$ cat config.mk
export PLATFORM = sky130hd
export DESIGN_NAME = onehot_decoder_pipe
export DESIGN_NICKNAME = d
export VERILOG_FILES = /design/src/rtl/onehot_decoder_pipe.sv
export SDC_FILE = /design/constraint.sdc
export NUM_CORES = 1
export LEC_CHECK = 0
export ABC_AREA = 1
export BUFFER_PORTS_ARGS = -buffer_cell sky130_fd_sc_hd__buf_4
export CAP_MARGIN = 20
export CORE_AREA = 3 3 40 42
export CTS_CLUSTER_SIZE = 25
export DETAILED_ROUTE_END_ITERATION = 12
export DIE_AREA = 0 0 43 45
export PLACE_DENSITY = 0.49
export SLEW_MARGIN = 10
export SYNTH_ARGS = -nofsm -noshare
export SYNTH_HDL_FRONTEND = slang
export SYNTH_SLANG_ARGS = --single-unit
$ cat constraint.sdc
create_clock -name clk -period 1.23 [get_ports clk]
set_clock_uncertainty 0.15 [all_clocks]
set_input_delay 0.123 -clock clk [delete_from_list [all_inputs] [get_ports clk]]
set_output_delay 0.123 -clock clk [all_outputs]
set_load 0.1 [all_outputs]
$ cat src/rtl/onehot_decoder_pipe.sv
// onehot_decoder_pipe: registered binary-to-one-hot decoder with valid/ready
// handshake on both sides. Out-of-range or unknown selects produce an all-zero
// result flagged by out_err.
// Optional feature macro: ONEHOT_DEC_VIOL_CNT_EN enables the saturating
// violation counter (viol_cnt/viol_clr); when undefined viol_cnt reads 0.
module onehot_decoder_pipe #(
  parameter int SEL_W   = 2,
  parameter int NUM_OUT = 4,
  parameter int CNT_W   = 8
) (
  input  logic               clk,
  input  logic               rst,
  input  logic               in_valid,
  output logic               in_ready,
  input  logic [SEL_W-1:0]   in_sel,
  output logic               out_valid,
  input  logic               out_ready,
  output logic [NUM_OUT-1:0] out_onehot,
  output logic               out_err,
  input  logic               viol_clr,
  output logic [CNT_W-1:0]   viol_cnt
);

  if (SEL_W < 1) begin : g_bad_sel_w
    $error("onehot_decoder_pipe: SEL_W must be at least 1");
  end
  if (NUM_OUT < 2 || NUM_OUT > (1 << SEL_W)) begin : g_bad_num_out
    $error("onehot_decoder_pipe: NUM_OUT must lie in 2 .. 2**SEL_W");
  end
  if (CNT_W < 1) begin : g_bad_cnt_w
    $error("onehot_decoder_pipe: CNT_W must be at least 1");
  end

  // One extra bit so NUM_OUT == 2**SEL_W is representable as the limit.
  localparam logic [SEL_W:0] LIMIT = (SEL_W + 1)'(NUM_OUT);

  logic               accept;
  logic               sel_unknown;
  logic               sel_legal;
  logic [NUM_OUT-1:0] dec;

  assign in_ready = !rst && (!out_valid || out_ready);
  assign accept   = in_valid && in_ready;

  // Unknown-bit detection only exists in simulation; synthesis relies on the range check.
`ifndef SYNTHESIS
  assign sel_unknown = $isunknown(in_sel);
`else
  assign sel_unknown = 1'b0;
`endif

  // Decode the select; illegal selects yield an all-zero vector.
  always_comb begin
    sel_legal = ({1'b0, in_sel} < LIMIT) && !sel_unknown;
    dec       = '0;
    for (int unsigned i = 0; i < NUM_OUT; i++) begin
      dec[i] = sel_legal && (in_sel == SEL_W'(i));
    end
  end

  // Output register: load on accept, drop valid after a transfer, hold on stall.
  always_ff @(posedge clk) begin
    if (rst) begin
      out_valid  <= 1'b0;
      out_onehot <= '0;
      out_err    <= 1'b0;
    end else if (accept) begin
      out_valid  <= 1'b1;
      out_onehot <= dec;
      out_err    <= !sel_legal;
    end else if (out_ready) begin
      out_valid  <= 1'b0;
    end
  end

`ifdef ONEHOT_DEC_VIOL_CNT_EN
  logic [CNT_W-1:0] cnt_q;

  // Saturating count of accepted illegal selects; clear takes priority.
  always_ff @(posedge clk) begin
    if (rst || viol_clr) begin
      cnt_q <= '0;
    end else if (accept && !sel_legal && (cnt_q != '1)) begin
      cnt_q <= cnt_q + CNT_W'(1);
    end
  end

  assign viol_cnt = cnt_q;
`else
  logic unused_viol_clr;
  assign unused_viol_clr = viol_clr;
  assign viol_cnt        = '0;
`endif

  a_onehot0 : assert property (@(posedge clk) disable iff (rst)
                               out_valid |-> $onehot0(out_onehot));

endmodule

==> flow_summary.yaml, run 1 <==
critical_path:
  crit_chain: "a21oi_4 -> buf_12"
  r2r_slack_ps: 240
  slowest_stage: "dfxtp_4"
  crit_family: "flip-flops"
  reg2reg_to: "out_onehot[0]"
  max_stage_delay_ps: 360
  reg2reg_from: "out_valid"
  crit_path_start_kind: "flip-flop"
  ff2ff_path_depth: 4
  crit_type: "reg -> out"
  cp-end-kind: "output pin"
  crit_buf_inv: 1
  worstPathArrival_ps: 930
  critPathRequiredTime_ps: 960
  critPathMaxFanout: 3
global_routing:
  grt_max_degree: 10
  grt_antenna_before_repair: 0
  overflow: 0
  grt_pass1_vias: 205
  grt_usage_pct: 6.01
  grt_pass1_wl_um: 834
layout:
  syn_to_final_growth_pct: 45.1
  final_cells: 75
  fin_nets: 68
  n_antenna_cell: 0
  drive_gt1_share_pct: 45.0
hold_path:
  min_from: "in_sel[1]"
  holdPathStages: 3
  worstHoldEndpoint: "out_onehot[3]"
  hp-class: "in -> reg"
clocking:
  cts.sinks: 5
  clk_pin_slew_ps: 50
  ctsLongestPathBuffers: 2
  post-cts-setup-buffers: 0
  cts_tree: "done"
  cts_buffers: 3
  clkLatencyLatePin_ps: 240
  cts_htree_levels: 1
  clock-root-buffer: "clkbuf_4"
floorplan:
  rows: 13
  fp.dieW_um: 43
  io-pin-count: 22
  dieArea_sq_um: 1940
  core_area_sq_um: 1280
  floorplan.initialDensity_pct: 24.6
  die_h_um: 45
power_and_ir_drop:
  ir_worst_vdd_v: 0.000457
  p_seq_share_pct: 27.1
  power_frac_clock_pct: 28.2
  p_sw_share_pct: 47.9
  power_density_nw_per_um2: 1450
  p_int_w: 0.000348
  p_comb_share_pct: 44.7
  total_power_w: 0.000668
  p_leak_nw: 0.245
  netSwitchingPower_w: 0.000320
logic_synthesis:
  synth_top_area_share_pct: 31.6
  netlist_top_cells_count: "buf_4 (9), nor2_1 (7), nand2_1 (6)"
  syn_area_sq_um: 317
  synth_area_leader_cell: "dfxtp_1"
  synth-compound-area-share_pct: 4.74
  synth_seq_cells: 5
  avgSynthCellArea_sq_um: 7.19
  ys_seq_area_share_pct: 31.6
  yosys.area_share.adder_pct: 0
  synth_edf_count: 0
  async_flop_share_pct: 0
  synthFlopType: "dfxtp_1"
  synthXorXnorAreaFrac_pct: 0
  synth.distinct_cells: 15
  synthMuxAreaShare_pct: 0
  yosysMostFrequentCell: "buf_4"
  synth_top_family_by_area: "simple AND/OR/NAND/NOR gates"
  ys_top_cells_by_area: "dfxtp_1 (32%), buf_4 (21%), nor2_1 (8.3%), nand2_1 (7.1%), inv_1 (5.9%)"
  synth-simple-area-share_pct: 32.0
  synthCells: 44
  yosysWarnings: 0
drt:
  avgViaCountPerCell: 3.72
  drc: 0
  drt-initial-drc-count: 0
  ant_nets: 0
  finalWirelength_um: 538
  vias: 279
  firstDrtPassIters: 1
  wl_per_cell_um: 7.17
place:
  gp_congestion: 0.608
  hpwl_um: 425
  port_buffers: 11
  dp.cells: 69
timing:
  drv_slew: 0
  fin_crit_sh_pct: 97.5
  min_period_ps: 1200
  setup_violations: 0
  max_freq_mhz: 834
  rsz0062_at_grt: "yes"
  finalHoldViolCount: 0
flow_run:
  cap_violations: 0
outcome:
  status: "finished clean"
[how the worst max path moves through the flow]
| stage | endpoint | cells after the start | slack (ps) | from |
|---|---|---|---|---|
| floorplan | in_ready | 1 | -90 | out_valid |
| global placement | in_ready | 2 | 220 | out_valid |
| detailed placement | in_ready | 2 | 210 | out_valid |
| CTS | in_ready | 2 | 5 | out_valid |
| global route | in_ready | 2 | -9 | out_valid |
| finish | in_ready | 2 | 30 | out_valid |
[per-layer routing]
layer | GRT usage, % | up-vias | routed length, um
met5 | 0 | - | 0
met4 | 5.42 | 0 | 4
met3 | 2.39 | 2 | 68
met2 | 8.38 | 15 | 237
met1 | 7.04 | 114 | 228
li1 | - | 148 | -
[sequential cells by signal (all words and copies together) (netlist names)]
| signal | count |
|---|---|
| out_onehot | 4 |
| out_valid | 1 |
[placed cells by master, fill, tap and decap left out]
master         Yosys  layout
inv_4              1       1
dfxtp_4            0       1
nand2_2            1       1
nand3_1            1       1
clkbuf_1           0       1
a21oi_1            2       1
dlygate4sd3_1      0       2
nor2_2             2       2
nand2_1            6       6
nand2_4            1       1
conb_1             1       9
buf_4              9      10
o21ai_1            1       1
buf_12             0       1
inv_1              5       5
dfxtp_2            0       4
clkbuf_4           0       3
inv_2              1       1
a21oi_4            0       1
nand3_4            1       1
nor2_1             7       7
[area by class of cell]
class	instances	area [sq um]
fillers	145	826
multi-input cells	31	161
repair buffers	13	115
flip-flops and latches	5	109
inverters	7	28.8
clock buffers	4	26.3
well taps	15	18.8
[timing repair]
action	4_1_cts	5_1_grt
endpoints found under the setup margin	1	1
gates resized for setup	2	1
hold endpoints to repair	2	0
hold buffers	2	0
[worst register-to-register path: stages, from the launching register on]
cell and delay (ps):
dfxtp_4 360, nand2_4 80, nand3_4 110, nor2_1 140, nor2_2 50
[per-stage QoR]
step           hold slack, ps  worst slack, ps  setup TNS (ps)  utilization [%]  instance area [sq um]
2_1_floorplan            32.4            -90.1           -90.1                -                    367
3_3_place_gp              180              217               0             31.2                    400
3_5_place_dp              188              209               0             31.2                    400
4_1_cts                  1.90             4.89               0             35.3                    454
5_1_grt                  23.0            -8.90           -8.90             35.7                    459
6_report                 5.35             30.9               0             35.7                    459
[kinds of logic (layout without fill, tap and decap cells)]
family	count (synthesis)	after routing
AOI/OAI and AO/OA	3	3
other	1	9
and+or+nand+nor	19	19
DFF	5	5
buffers and inverters	16	24
[power by group through the flow]
| stage | combinational (W) | sequential, W | clock, W |
|---|---|---|---|
| final | 0.000299 | 0.000181 | 0.000188 |
| after global routing | 0.000309 | 0.000182 | 0.000209 |
| after CTS | 0.000297 | 0.000181 | 0.000197 |
| after detailed placement | 0.000287 | 0.000184 | 0 |
| after global placement | 0.000287 | 0.000183 | 0 |
| after floorplan | 0.000195 | 0.000257 | 0 |
Note: power is estimated with default switching activity, not from simulation.
==> run 2: changes to the inputs <==
==> constraint.sdc (replaced) <==
create_clock -name clk -period 1.23 [get_ports clk]
set_clock_uncertainty 0.15 [all_clocks]
set_input_delay 0.0615 -clock clk [delete_from_list [all_inputs] [get_ports clk]]
set_output_delay 0.0615 -clock clk [all_outputs]
set_load 0.1 [all_outputs]
==> flow_summary.yaml, run 2 (synthesized netlist as in run 1, its figures left out) <==
outcome:
  status: "finished clean"
clocking:
  cts_htree_levels: 1
  clkLatencyLatePin_ps: 240
  ctsLongestPathBuffers: 2
  clock-root-buffer: "clkbuf_4"
  cts_buffers: 3
  cts.sinks: 5
  cts_tree: "done"
  clk_pin_slew_ps: 40
  post-cts-setup-buffers: 0
timing:
  setup_ws_ps: 46.2
  whs_ps: 9.03
  drv_slew: 0
  rsz0062_at_grt: "no"
  min_period_ps: 1180
  fin_crit_sh_pct: 96.2
  setup_violations: 0
  finalHoldViolCount: 0
  max_freq_mhz: 845
critical_path:
  crit_chain: "buf_4 -> inv_2 -> dlygate4sd3_1 -> nand2_4 -> nand3_4 -> nand2_1 -> nand2_1 -> nor2_2"
  crit_family: "buffers and inverters"
  slowest_stage: "dlygate4sd3_1"
  worstPathArrival_ps: 1160
  crit_path_start_kind: "primary input"
  crit_type: "in -> reg"
  cp-end-kind: "flip-flop"
  max_stage_delay_ps: 590
  critPathMaxFanout: 9
  crit_buf_inv: 3
  critPathRequiredTime_ps: 1210
  crit_top_cell: "nand2_1"
drt:
  wl_per_cell_um: 7.19
  firstDrtPassIters: 3
  finalWirelength_um: 561
  drc: 0
  avgViaCountPerCell: 3.69
  vias: 288
  ant_nets: 0
  drt-initial-drc-count: 8
place:
  gp_congestion: 0.624
  hpwl_um: 425
  place_area_sq_um: 400
  pre_cts_slack_ps: 236
  port_buffers: 11
layout:
  fin_nets: 71
  multiInputGateArea_sq_um: 161
  final_cell_mix: "buf_4 (10), conb_1 (9), nor2_1 (7)"
  syn_to_final_growth_pct: 51.8
  layout_commonest_cell: "buf_4"
  largest_register_ffs: 4
  regMostFlops: "out_onehot"
  finalInstanceArea_sq_um: 480
  drive_gt1_share_pct: 42.9
  area.sequential_sq_um: 109
  reg_top3: "out_onehot: 4 flops, out_valid: 1 flops"
  n_fill_cell: 151
  n_antenna_cell: 0
power_and_ir_drop:
  ir_worst_vdd_v: 0.000463
  power_density_nw_per_um2: 1400
  total_power_w: 0.000671
  p_leak_nw: 0.255
flow_run:
  cap_violations: 0
global_routing:
  grt_usage_pct: 5.84
  grt_max_degree: 10
  grt_antenna_before_repair: 0
  grt_pass1_vias: 202
  grt_pass1_wl_um: 793
  overflow: 0
floorplan:
  fp.dieW_um: 43
  io-pin-count: 22
  rows: 13
  dieArea_sq_um: 1940
  die_h_um: 45
  core_area_sq_um: 1280
  floorplan.initialDensity_pct: 24.6
hold_path:
  hp-class: "in -> reg"
==> run 2: changes by cell type in the layout (fill, tap and decap cells not counted) <==
cell           delta
dlygate4sd3_1     +3
buf_12            -1
buf_6             +1
==> run 2: path summary, 6_finish.rpt <==
kind,depth (start not counted),end,slack [ps],startpoint
worst max-delay path,8,out_onehot[1],50,out_ready
worst min-delay path,4,out_onehot[3],9,rst
worst max register to register,4,out_onehot[1],240,out_valid
worst min register to register,2,out_onehot[3],330,out_onehot[3]
==> run 2: layout make-up <==
class / count / share of cell area [%]
Timing Repair Buffer: 16 / 28.4
Clock buffer: 4 / 5.47
Inverter: 7 / 5.99
Sequential cell: 5 / 22.7
Multi-Input combinational cell: 31 / 33.6
Tap cell: 15 / 3.91
==> run 2: per-stage QoR <==
stage          std cells  utilization, %  setup TNS, ps
2_1_floorplan         52               -          -28.6
3_3_place_gp          69            31.2              0
3_5_place_dp          69            31.2              0
4_1_cts               78            37.1              0
5_1_grt               78            37.4              0
6_report              78            37.4              0
==> run 2: repair_timing <==
action                                  in CTS  in global routing
resized for setup                            0                  1
endpoints found under the setup margin       0                  1
hold buffers                                 5                  0
endpoints found under the hold margin        5                  0
==> run 2: tightest hold or removal path, cell delays in order <==
cell and delay [ps]:
buf_4 120, inv_4 40, nand3_1 70, o21ai_1 60
==> run 2: routing by layer <==
| metal | vias up | GRT usage (%) | wire length (um) |
|---|---|---|---|
| li1 | 152 | - | - |
| met1 | 121 | 7.02 | 249 |
| met2 | 15 | 7.78 | 239 |
| met3 | 0 | 3.59 | 72 |
| met4 | 0 | 3.61 | 0 |
| met5 | - | 0 | 0 |
==> run 2: power by group <==
group / switching [W] / total [W] / internal (W)
registers: 0.00000717 / 0.000181 / 0.000174
logic: 0.000247 / 0.000301 / 0.0000539
clock network: 0.0000664 / 0.000189 / 0.000123
total: 0.000321 / 0.000671 / 0.000350
